`src/rtl/frame_mapper.sv`:
```
// frame_mapper: TX-direction frame builder.
// Pulls payload bytes from the client FIFO and emits fixed-size frames:
//   FAS0, FAS1, overhead {7'b0, arq}, payload (N-4 bytes), CRC-8,
// where N = ROWS*COLS. The bytes are streamed through a single output register
// with a valid/ready handshake. The register sustains one byte per cycle.
// Optional build macro FRAME_MAPPER_CRC_INJECT_EN adds i_crc_err_inject.
// When that input is high as the CRC byte is loaded, the transmitted CRC byte is inverted.
module frame_mapper #(
  parameter int unsigned ROWS     = 4,
  parameter int unsigned COLS     = 1024,
  parameter logic [7:0]  FAS0     = 8'hF6,
  parameter logic [7:0]  FAS1     = 8'h28,
  parameter logic [7:0]  CRC_POLY = 8'h07
) (
  input  logic       i_clk,
  input  logic       i_rst_n,
  input  logic [7:0] i_pyld_data,
  input  logic       i_pyld_data_valid,
  output logic       o_pyld_data_req,
  input  logic       i_arq_en,
  input  logic       i_arq_en_valid,
  output logic [7:0] o_frame_data,
  output logic       o_frame_data_valid,
  output logic       o_frame_data_fas,
  input  logic       i_frame_data_ready,
`ifdef FRAME_MAPPER_CRC_INJECT_EN
  input  logic       i_crc_err_inject,
`endif
  output logic [7:0] o_crc_val
);

  localparam int unsigned RW = (ROWS > 1) ? $clog2(ROWS) : 1;
  localparam logic [RW-1:0] ROW_LAST = RW'(ROWS - 1);
  localparam logic [10:0]   COL_LAST = 11'(COLS - 1);
  localparam logic [10:0]   COL_PRE  = 11'(COLS - 2);

  typedef enum logic [2:0] {
    S_IDLE,
    S_FAS,
    S_OH,
    S_PYLD,
    S_CRC
  } state_t;

  state_t        state_q, state_d;
  logic [RW-1:0] row_q;
  logic [10:0]   col_q;
  logic [7:0]    out_data_q;
  logic          out_valid_q;
  logic          out_fas_q;
  logic [7:0]    crc_q;
  logic [7:0]    crc_val_q;
  logic          arq_q;

  logic          hs;
  logic          can_load;
  logic [RW-1:0] row_nxt, ld_row;
  logic [10:0]   col_nxt, ld_col;
  logic          arq_now;
  logic          load;
  logic [7:0]    ld_data;
  logic          ld_fas;
  logic          crc_clr;
  logic          crc_upd;
  logic          crc_cap;
  logic          pyld_req;
  logic [7:0]    crc_next;
  logic          crc_inject;

  // MSB-first CRC-8 step over one byte, no reflection, no final XOR
  function automatic logic [7:0] crc8_byte(input logic [7:0] crc, input logic [7:0] data);
    logic [7:0] c;
    c = crc ^ data;
    for (int unsigned i = 0; i < 8; i++) begin
      c = c[7] ? ({c[6:0], 1'b0} ^ CRC_POLY) : {c[6:0], 1'b0};
    end
    return c;
  endfunction

`ifdef FRAME_MAPPER_CRC_INJECT_EN
  assign crc_inject = i_crc_err_inject;
`else
  assign crc_inject = 1'b0;
`endif

  // Handshake and position bookkeeping.
  // The row/col counters track the byte currently presented, so the byte that
  // loads next sits one position further on whenever the register is occupied.
  always_comb begin
    hs       = out_valid_q & i_frame_data_ready;
    can_load = ~out_valid_q | i_frame_data_ready;
    col_nxt  = (col_q == COL_LAST) ? '0 : col_q + 11'd1;
    if (col_q == COL_LAST) begin
      row_nxt = (row_q == ROW_LAST) ? '0 : row_q + RW'(1);
    end else begin
      row_nxt = row_q;
    end
    ld_col   = out_valid_q ? col_nxt : col_q;
    ld_row   = out_valid_q ? row_nxt : row_q;
    arq_now  = i_arq_en_valid ? i_arq_en : arq_q;
    crc_next = crc8_byte(crc_q, ld_data);
  end

  // Next-state and load-control decode
  always_comb begin
    state_d  = state_q;
    load     = 1'b0;
    ld_data  = '0;
    ld_fas   = 1'b0;
    crc_clr  = 1'b0;
    crc_upd  = 1'b0;
    crc_cap  = 1'b0;
    pyld_req = 1'b0;
    unique case (state_q)
      S_IDLE: begin
        if (i_pyld_data_valid) state_d = S_FAS;
      end
      S_FAS: begin
        if (can_load) begin
          load    = 1'b1;
          crc_clr = 1'b1;
          if (ld_col == '0) begin
            ld_data = FAS0;
            ld_fas  = 1'b1;
          end else begin
            ld_data = FAS1;
            state_d = S_OH;
          end
        end
      end
      S_OH: begin
        if (can_load) begin
          load    = 1'b1;
          ld_data = {7'b0, arq_now};
          crc_upd = 1'b1;
          state_d = S_PYLD;
        end
      end
      S_PYLD: begin
        pyld_req = can_load;
        if (can_load && i_pyld_data_valid) begin
          load    = 1'b1;
          ld_data = i_pyld_data;
          crc_upd = 1'b1;
          if (ld_row == ROW_LAST && ld_col == COL_PRE) state_d = S_CRC;
        end
      end
      S_CRC: begin
        if (can_load) begin
          load    = 1'b1;
          ld_data = crc_inject ? ~crc_q : crc_q;
          crc_cap = 1'b1;
          state_d = i_pyld_data_valid ? S_FAS : S_IDLE;
        end
      end
      default: state_d = S_IDLE;
    endcase
  end

  // State register
  always_ff @(posedge i_clk or negedge i_rst_n) begin
    if (!i_rst_n) state_q <= S_IDLE;
    else          state_q <= state_d;
  end

  // Output register: load when empty or draining, otherwise clear on handshake
  always_ff @(posedge i_clk or negedge i_rst_n) begin
    if (!i_rst_n) begin
      out_data_q  <= '0;
      out_valid_q <= 1'b0;
      out_fas_q   <= 1'b0;
    end else if (load) begin
      out_data_q  <= ld_data;
      out_valid_q <= 1'b1;
      out_fas_q   <= ld_fas;
    end else if (hs) begin
      out_data_q  <= '0;
      out_valid_q <= 1'b0;
      out_fas_q   <= 1'b0;
    end
  end

  // Row/column position of the presented byte, advanced per output handshake
  always_ff @(posedge i_clk or negedge i_rst_n) begin
    if (!i_rst_n) begin
      row_q <= '0;
      col_q <= '0;
    end else if (hs) begin
      row_q <= row_nxt;
      col_q <= col_nxt;
    end
  end

  // Running CRC over overhead and payload bytes as they load
  always_ff @(posedge i_clk or negedge i_rst_n) begin
    if (!i_rst_n)     crc_q <= '0;
    else if (crc_clr) crc_q <= '0;
    else if (crc_upd) crc_q <= crc_next;
  end

  // Reported CRC: captured as the CRC byte loads, always the true value
  always_ff @(posedge i_clk or negedge i_rst_n) begin
    if (!i_rst_n)     crc_val_q <= '0;
    else if (crc_cap) crc_val_q <= crc_q;
  end

  // ARQ flag latch, persists across frames until the next strobe
  always_ff @(posedge i_clk or negedge i_rst_n) begin
    if (!i_rst_n)            arq_q <= 1'b0;
    else if (i_arq_en_valid) arq_q <= i_arq_en;
  end

  assign o_pyld_data_req    = pyld_req;
  assign o_frame_data       = out_data_q;
  assign o_frame_data_valid = out_valid_q;
  assign o_frame_data_fas   = out_fas_q;
  assign o_crc_val          = crc_val_q;

endmodule

```
`config.mk`:
```
export PLATFORM = sky130hd
export DESIGN_NAME = frame_mapper
export DESIGN_NICKNAME = d
export VERILOG_FILES = /design/src/rtl/frame_mapper.sv
export SDC_FILE = /design/constraint.sdc
export NUM_CORES = 1
export LEC_CHECK = 0
export CORE_MARGIN = 3
export CORE_UTILIZATION = 59
export DETAILED_ROUTE_END_ITERATION = 8
export DONT_BUFFER_PORTS = 1
export PLACE_DENSITY_LB_ADDON = 0.12
export SETUP_SLACK_MARGIN = 0.3
export SLEW_MARGIN = 30
export SYNTH_ARGS = -nofsm -noshare
export SYNTH_HDL_FRONTEND = slang
export SYNTH_SLANG_ARGS = --single-unit
```
`constraint.sdc`:
```
create_clock -name i_clk -period 6.7 [get_ports i_clk]
set_input_delay 1.34 -clock i_clk [delete_from_list [all_inputs] [get_ports i_clk]]
set_output_delay 1.34 -clock i_clk [all_outputs]
set_load 0.02 [all_outputs]
```
==> impl_metrics.py, run 1 <==
metrics = {
    "sta": {
        "relSlewSlack": 0.414,
        "skew_ps": 11.4,
        "final-setup-viol-count": 0,
        "max_freq_mhz": 274,
        "min_period_over_period": 0.545,
        "rsz0062_at_grt": "false",
        "min_period_ps": 3650,
        "drv_slew": 0,
        "hold_ws_ps": 518,
        "finalHoldViolations": 0,
        "fin_tns_setup_ps": 0,
        "worst_slew_pin_slew_ps": 875,
    },
    "placement": {
        "place.port_buffers": 0,
        "gp_congestion": 0.901,
        "dp_hpwl_microns": 4740,
    },
    "cts": {
        "cts-htree-levels": 2,
        "clk_pin_slew_ps": 90,
        "cts_setup_buffers": 0,
        "numCtsBuffers": 5,
        "root_buffer": "clkbuf_8",
        "cts_resized": 0,
        "worstSkewPairLatency_ps": 290,
        "clock_path_buffers": 2,
        "cts_sinks": 43,
        "cts_tree": "built",
        "holdBufCountCts": 0,
    },
    "pwr": {
        "power_frac_seq": 0.431,
        "comb_power_share": 0.442,
        "leakage_nw": 1.26,
        "power_density_nw_per_um2": 457,
        "power_switching_w": 0.000628,
        "peakVddDrop_mv": 0.304,
        "p_int_w": 0.000693,
        "pwr-share-clk": 0.127,
        "swShare": 0.475,
    },
    "global_routing": {
        "grt_overflow": 0,
        "grt_use_total": 0.252,
        "grt_max_degree": 44,
        "grt_pass1_vias": 2300,
        "antenna_found_initial": 0,
        "grt_pass1_wl_microns": 11100,
    },
    "synthesis": {
        "yosysWarnings": 0,
        "syn-num-nets": 346,
        "ys_seq_elements": 43,
        "synth_ff_type": "dfrtp_1",
        "synth_edf_count": 0,
        "avgSynthCellArea_sq_um": 8.59,
        "synthArstFlopShare": 1.00,
        "synth_cell_type_count": 61,
        "yosysSeqAreaShare": 0.380,
        "syn-cell-area_sq_um": 2840,
        "syn-instance-count": 330,
    },
    "routing": {
        "wl_per_cell_microns": 18.3,
        "drt_iter0_markers": 402,
        "first_pass_iters": 5,
        "num_vias": 2456,
        "drtAntennaViolNets": 0,
        "vias_per_cell": 6.69,
        "wl_microns": 6710,
        "route.detailed.drc": 0,
    },
    "worst_setup_path": {
        "critical_path_depth": 9,
        "worstSetupStartpoint": "i_frame_data_ready",
        "r2r_start": "o_frame_data_valid",
        "crit_end": "crc_q[5]",
        "cp_data_arrival_time_ps": 3870,
        "crit_chain": "nand2b_1, nand3_1, o211ai_1, xor2_1, a311o_1, o22ai_1, xnor2_1, or3_1, o21ai_0",
        "path_max_fanout": 16,
        "critPathKind": "primary input to flop",
        "crit_path_end_kind": "flop",
        "r2r_slack_ps": 3320,
        "slowest_delay_ps": 650,
        "reg2reg_depth": 9,
        "worst-path-buf-inv": 0,
        "r2r-end": "crc_q[5]",
        "critPathLaunchType": "primary input",
        "critPathTopFamily": "compound AO/OA/AOI/OAI gates",
        "crit_required_ps": 6920,
        "crit_path_top_delay_cell": "o211ai_1",
    },
    "finish": {
        "area_growth_pct": 2.03,
        "fin_nets": 331,
        "final_common_cell": "nand2_1",
        "layout_common_cells": "61 x nand2_1, 43 x dfrtp_1, 21 x nand3_1, 18 x nor2_1, 17 x o21ai_0",
        "drive_above_1_share": 0.0698,
        "final_util": 0.642,
        "n_antenna_cell": 0,
    },
    "floorplanning": {
        "row_count": 24,
        "dieArea_sq_um": 5670,
        "io_pins": 33,
        "start_util": 0.629,
        "die_width_microns": 75.3,
        "die_h_microns": 75.3,
        "core_area_sq_um": 4500,
    },
    "run_status": {
        "outcome": "finished, final reports clean",
    },
    "job": {
        "maxCapViolCount": 0,
    },
    "hold_path": {
        "hold_class": "flop to flop",
    },
}
-- metal layers --
layer  share of wire  vias to the layer above  routed length [microns]  global-route usage
met5               0                        -                        0                   0
met4           0.012                        0                       79              0.0660
met3           0.076                        7                      507              0.0515
met2            0.44                       89                     2930               0.361
met1            0.48                     1183                     3190               0.387
li1                -                     1177                        -                   -
-- area by class of cell --
class                           count  area, sq um
Tap cell                           52         65.1
Sequential cell                    43         1080
Multi-Input combinational cell    260         1650
Clock buffer                        6         82.6
Fill cell                         363         1610
Inverter                            5         18.8
Clock inverter                      1         5.00
-- cell usage after synthesis, drive strengths merged, types with 5 or more instances --
cell / n / area [sq um]
dfrtp: 43 / 1080
and3: 7 / 45.1
buf: 8 / 47.5
and4: 6 / 52.6
clkbuf: 14 / 53.8
nand2: 61 / 229
xnor2: 15 / 139
o21ai: 18 / 90.1
o31ai: 7 / 52.6
o211ai: 5 / 42.5
nand3: 21 / 105
a221oi: 5 / 50.0
and2: 6 / 40.0
nor2b: 5 / 31.3
nor2: 18 / 67.6
nand4: 8 / 50.1
a21oi: 10 / 50.1
xor2: 9 / 78.8
-- kinds of logic (layout without fill, tap and decap cells) --
kind of cell / count (synthesis) / in the layout / synth area share
buffers and inverters: 27 / 12 / 0.0424
xor gates and xnor gates: 25 / 25 / 0.0847
AOI/OAI and AO/OA: 78 / 78 / 0.201
muxes: 4 / 4 / 0.0168
adders and majority gates: 2 / 2 / 0.00882
and+or+nand+nor: 151 / 151 / 0.267
DFF: 43 / 43 / 0.380
-- state kept, by name, indices dropped and copies added, names as in the netlist --
| signal | count |
|---|---|
| o_frame_data_valid | 1 |
| o_frame_data_fas | 1 |
| row_q | 2 |
| col_q | 11 |
| crc_q | 8 |
| o_crc_val | 8 |
| o_frame_data | 8 |
| arq_q | 1 |
| state_q | 3 |
-- worst min path at each step --
| stage | startpoint | to | slack, ps | depth (start not counted) |
|---|---|---|---|---|
| finish | arq_q | arq_q | 520 | 1 |
| global route | arq_q | arq_q | 550 | 1 |
| CTS | arq_q | arq_q | 520 | 1 |
| detailed placement | arq_q | arq_q | 490 | 1 |
| global placement | arq_q | arq_q | 490 | 1 |
| floorplan | arq_q | arq_q | 470 | 1 |
-- power by group through the flow --
stage	registers (W)	clock network (W)	logic [W]
floorplan	0.000474	0	0.000553
global placement	0.000568	0	0.000555
detailed placement	0.000570	0	0.000575
CTS	0.000566	0.000167	0.000577
global route	0.000588	0.000178	0.000648
finish	0.000570	0.000168	0.000584
-- stage by stage --
step	setup slack [ps]	total power [W]	cells	cell area, sq um
finish	3050	0.00132	367	2890
floorplan	3330	0.00103	330	2840
CTS	3050	0.00131	367	2890
detailed placement	2750	0.00115	360	2810
global route	2780	0.00141	367	2890
global placement	2840	0.00112	360	2800
Note: power is estimated with default switching activity, not from simulation.
==> inputs of run 2 (changes only) <==
--- a/config.mk
+++ b/config.mk
@@ -6,7 +6,7 @@
 export NUM_CORES = 1
 export LEC_CHECK = 0
 export CORE_MARGIN = 3
-export CORE_UTILIZATION = 59
+export CORE_UTILIZATION = 58
 export DETAILED_ROUTE_END_ITERATION = 8
 export DONT_BUFFER_PORTS = 1
 export PLACE_DENSITY_LB_ADDON = 0.12
==> constraint.sdc (replaced) <==
create_clock -name i_clk -period 3.25 [get_ports i_clk]
set_input_delay 0.65 -clock i_clk [delete_from_list [all_inputs] [get_ports i_clk]]
set_output_delay 0.65 -clock i_clk [all_outputs]
set_load 0.02 [all_outputs]
==> run 2 against run 1 <==
Core utilization rose by 2.0 points. Cell count rose by 6.3%. Setup slack got worse by 2600 ps. Die area rose by 1.6%. Largest cell class unchanged. Clock skew fell by 4.3 ps. Clock-buffer cell count did not move. Design area rose by 3.8%. Sequential power rose by 95%. Total power rose by 120%. Routed wire length rose by 1.5%. Via count rose by 1.8%. Worst hold slack got worse by 480 ps.
==> impl_metrics.py, run 2 (synthesis results as in run 1) <==
metrics = {
    "run_status": {
        "outcome": "finished, final reports clean",
    },
    "finish": {
        "largest_reg_flops": 11,
        "regMostFlops": "col_q",
        "fin_nets": 341,
        "area_growth_pct": 5.91,
        "layout_common_cells": "61 x nand2_1, 41 x dfrtp_1, 21 x nand3_1, 18 x nor2_1, 17 x o21ai_0",
        "final_common_cell": "nand2_1",
        "nFillCells": 368,
        "n_antenna_cell": 0,
        "fin_cells": 390,
        "drive_above_1_share": 0.108,
        "final_util": 0.662,
    },
    "routing": {
        "vias_per_cell": 6.41,
        "wl_microns": 6810,
        "drt_iter0_markers": 304,
        "wl_per_cell_microns": 17.5,
        "drtAntennaViolNets": 0,
        "num_vias": 2500,
        "first_pass_iters": 5,
        "route.detailed.drc": 0,
    },
    "cts": {
        "cts_tree": "built",
        "holdBufCountCts": 0,
        "worstSkewPairLatency_ps": 300,
        "cts_resized": 1,
        "root_buffer": "clkbuf_8",
        "cts_sinks": 43,
        "clk_pin_slew_ps": 80,
        "numCtsBuffers": 5,
        "clock_path_buffers": 2,
        "cts-htree-levels": 2,
        "cts_setup_buffers": 0,
    },
    "worst_setup_path": {
        "critPathKind": "flop to flop",
        "critPathLaunchType": "flop",
        "cp_data_arrival_time_ps": 2990,
        "path_max_fanout": 14,
        "crit_path_end_kind": "flop",
        "crit_required_ps": 3430,
    },
    "global_routing": {
        "antenna_found_initial": 0,
        "grt_pass1_vias": 2310,
        "grt_max_degree": 44,
        "grt_pass1_wl_microns": 11600,
        "grt_overflow": 0,
        "grt_use_total": 0.246,
    },
    "sta": {
        "worst_slew_pin_slew_ps": 762,
        "final-setup-viol-count": 0,
        "relSlewSlack": 0.490,
        "min_period_over_period": 0.862,
        "skew_ps": 7.06,
        "rsz0062_at_grt": "true",
        "min_period_ps": 2800,
        "finalHoldViolations": 0,
        "fin_tns_setup_ps": 0,
        "drv_slew": 0,
        "max_freq_mhz": 357,
    },
    "floorplanning": {
        "dieArea_sq_um": 5760,
        "row_count": 24,
        "die_h_microns": 75.9,
        "io_pins": 33,
        "die_width_microns": 75.9,
        "core_area_sq_um": 4530,
        "start_util": 0.625,
    },
    "pwr": {
        "power_density_nw_per_um2": 953,
        "peakVddDrop_mv": 0.499,
        "leakage_nw": 1.31,
    },
    "placement": {
        "placedCellCount": 383,
        "dp_hpwl_microns": 4860,
        "place.port_buffers": 0,
        "gp_congestion": 0.893,
    },
    "hold_path": {
        "hold_class": "primary input to asynchronous set/reset pin",
    },
    "job": {
        "maxCapViolCount": 0,
    },
}
-- run 2: changes by cell type in the layout (fill, tap and decap cells not counted), sizes merged --
cell	change
buf	+10
clkinv	-2
bufinv	+1
clkinvlp	+1
-- run 2: area by class of cell --
type	count	area [sq um]	share of cell area
Multi-Input combinational cell	260	1640	0.547
Sequential cell	43	1080	0.359
Tap cell	65	81.3	0.0271
Timing Repair Buffer	10	75.1	0.0250
Clock buffer	6	72.6	0.0242
Clock inverter	1	30.0	0.0100
Inverter	5	22.5	0.00750
-- run 2: layer usage --
metal / GRT usage / wire length (microns) / vias up
met1: 0.363 / 3240 / 1184
met2: 0.359 / 2950 / 106
li1: - / - / 1193
met4: 0.0688 / 113 / 0
met3: 0.0604 / 504 / 17
met5: 0 / 0 / -
-- run 2: metrics by stage --
| step | hold WS (ps) | total power [W] | setup WS [ps] | instance area (sq um) |
|---|---|---|---|---|
| floorplan | 354 | 0.00212 | 552 | 2840 |
| global route | 20.1 | 0.00308 | 274 | 3000 |
| CTS | 31.9 | 0.00284 | 395 | 2990 |
| global placement | 356 | 0.00240 | 235 | 2890 |
| detailed placement | 356 | 0.00243 | 185 | 2890 |
| finish | 38.5 | 0.00286 | 447 | 3000 |
-- run 2: power breakdown --
group          internal [W]  total [W]  switching [W]  leakage, nW
Combinational      0.000589    0.00135       0.000764        0.716
Sequential         0.000734    0.00111       0.000375        0.543
Clock              0.000225   0.000400       0.000175       0.0513
Total               0.00155    0.00286        0.00131         1.31
-- run 2: final timing paths --
check                                     end  cells past startpoint  slack [ps]       start
setup / recovery                     crc_q[2]                      9         450  state_q[2]
hold / removal                       col_q[7]                      0          40     i_rst_n
setup reg to reg                     crc_q[2]                      9         450  state_q[2]
min in group i_clk                      arq_q                      1         510       arq_q
hold reg to reg                         arq_q                      1         510       arq_q
max in group asynchronous  o_frame_data_valid                      0        3100     i_rst_n
-- run 2: critical path, cell delays in order, from the launching register on --
cell and delay [ps]:
dfrtp_1 570, clkinvlp_4 300, and3_2 350, nand3_1 100, and3_1 210, xor2_1 300, xnor3_1 360, nand3_1 120
o21ai_1 70, a221o_1 320
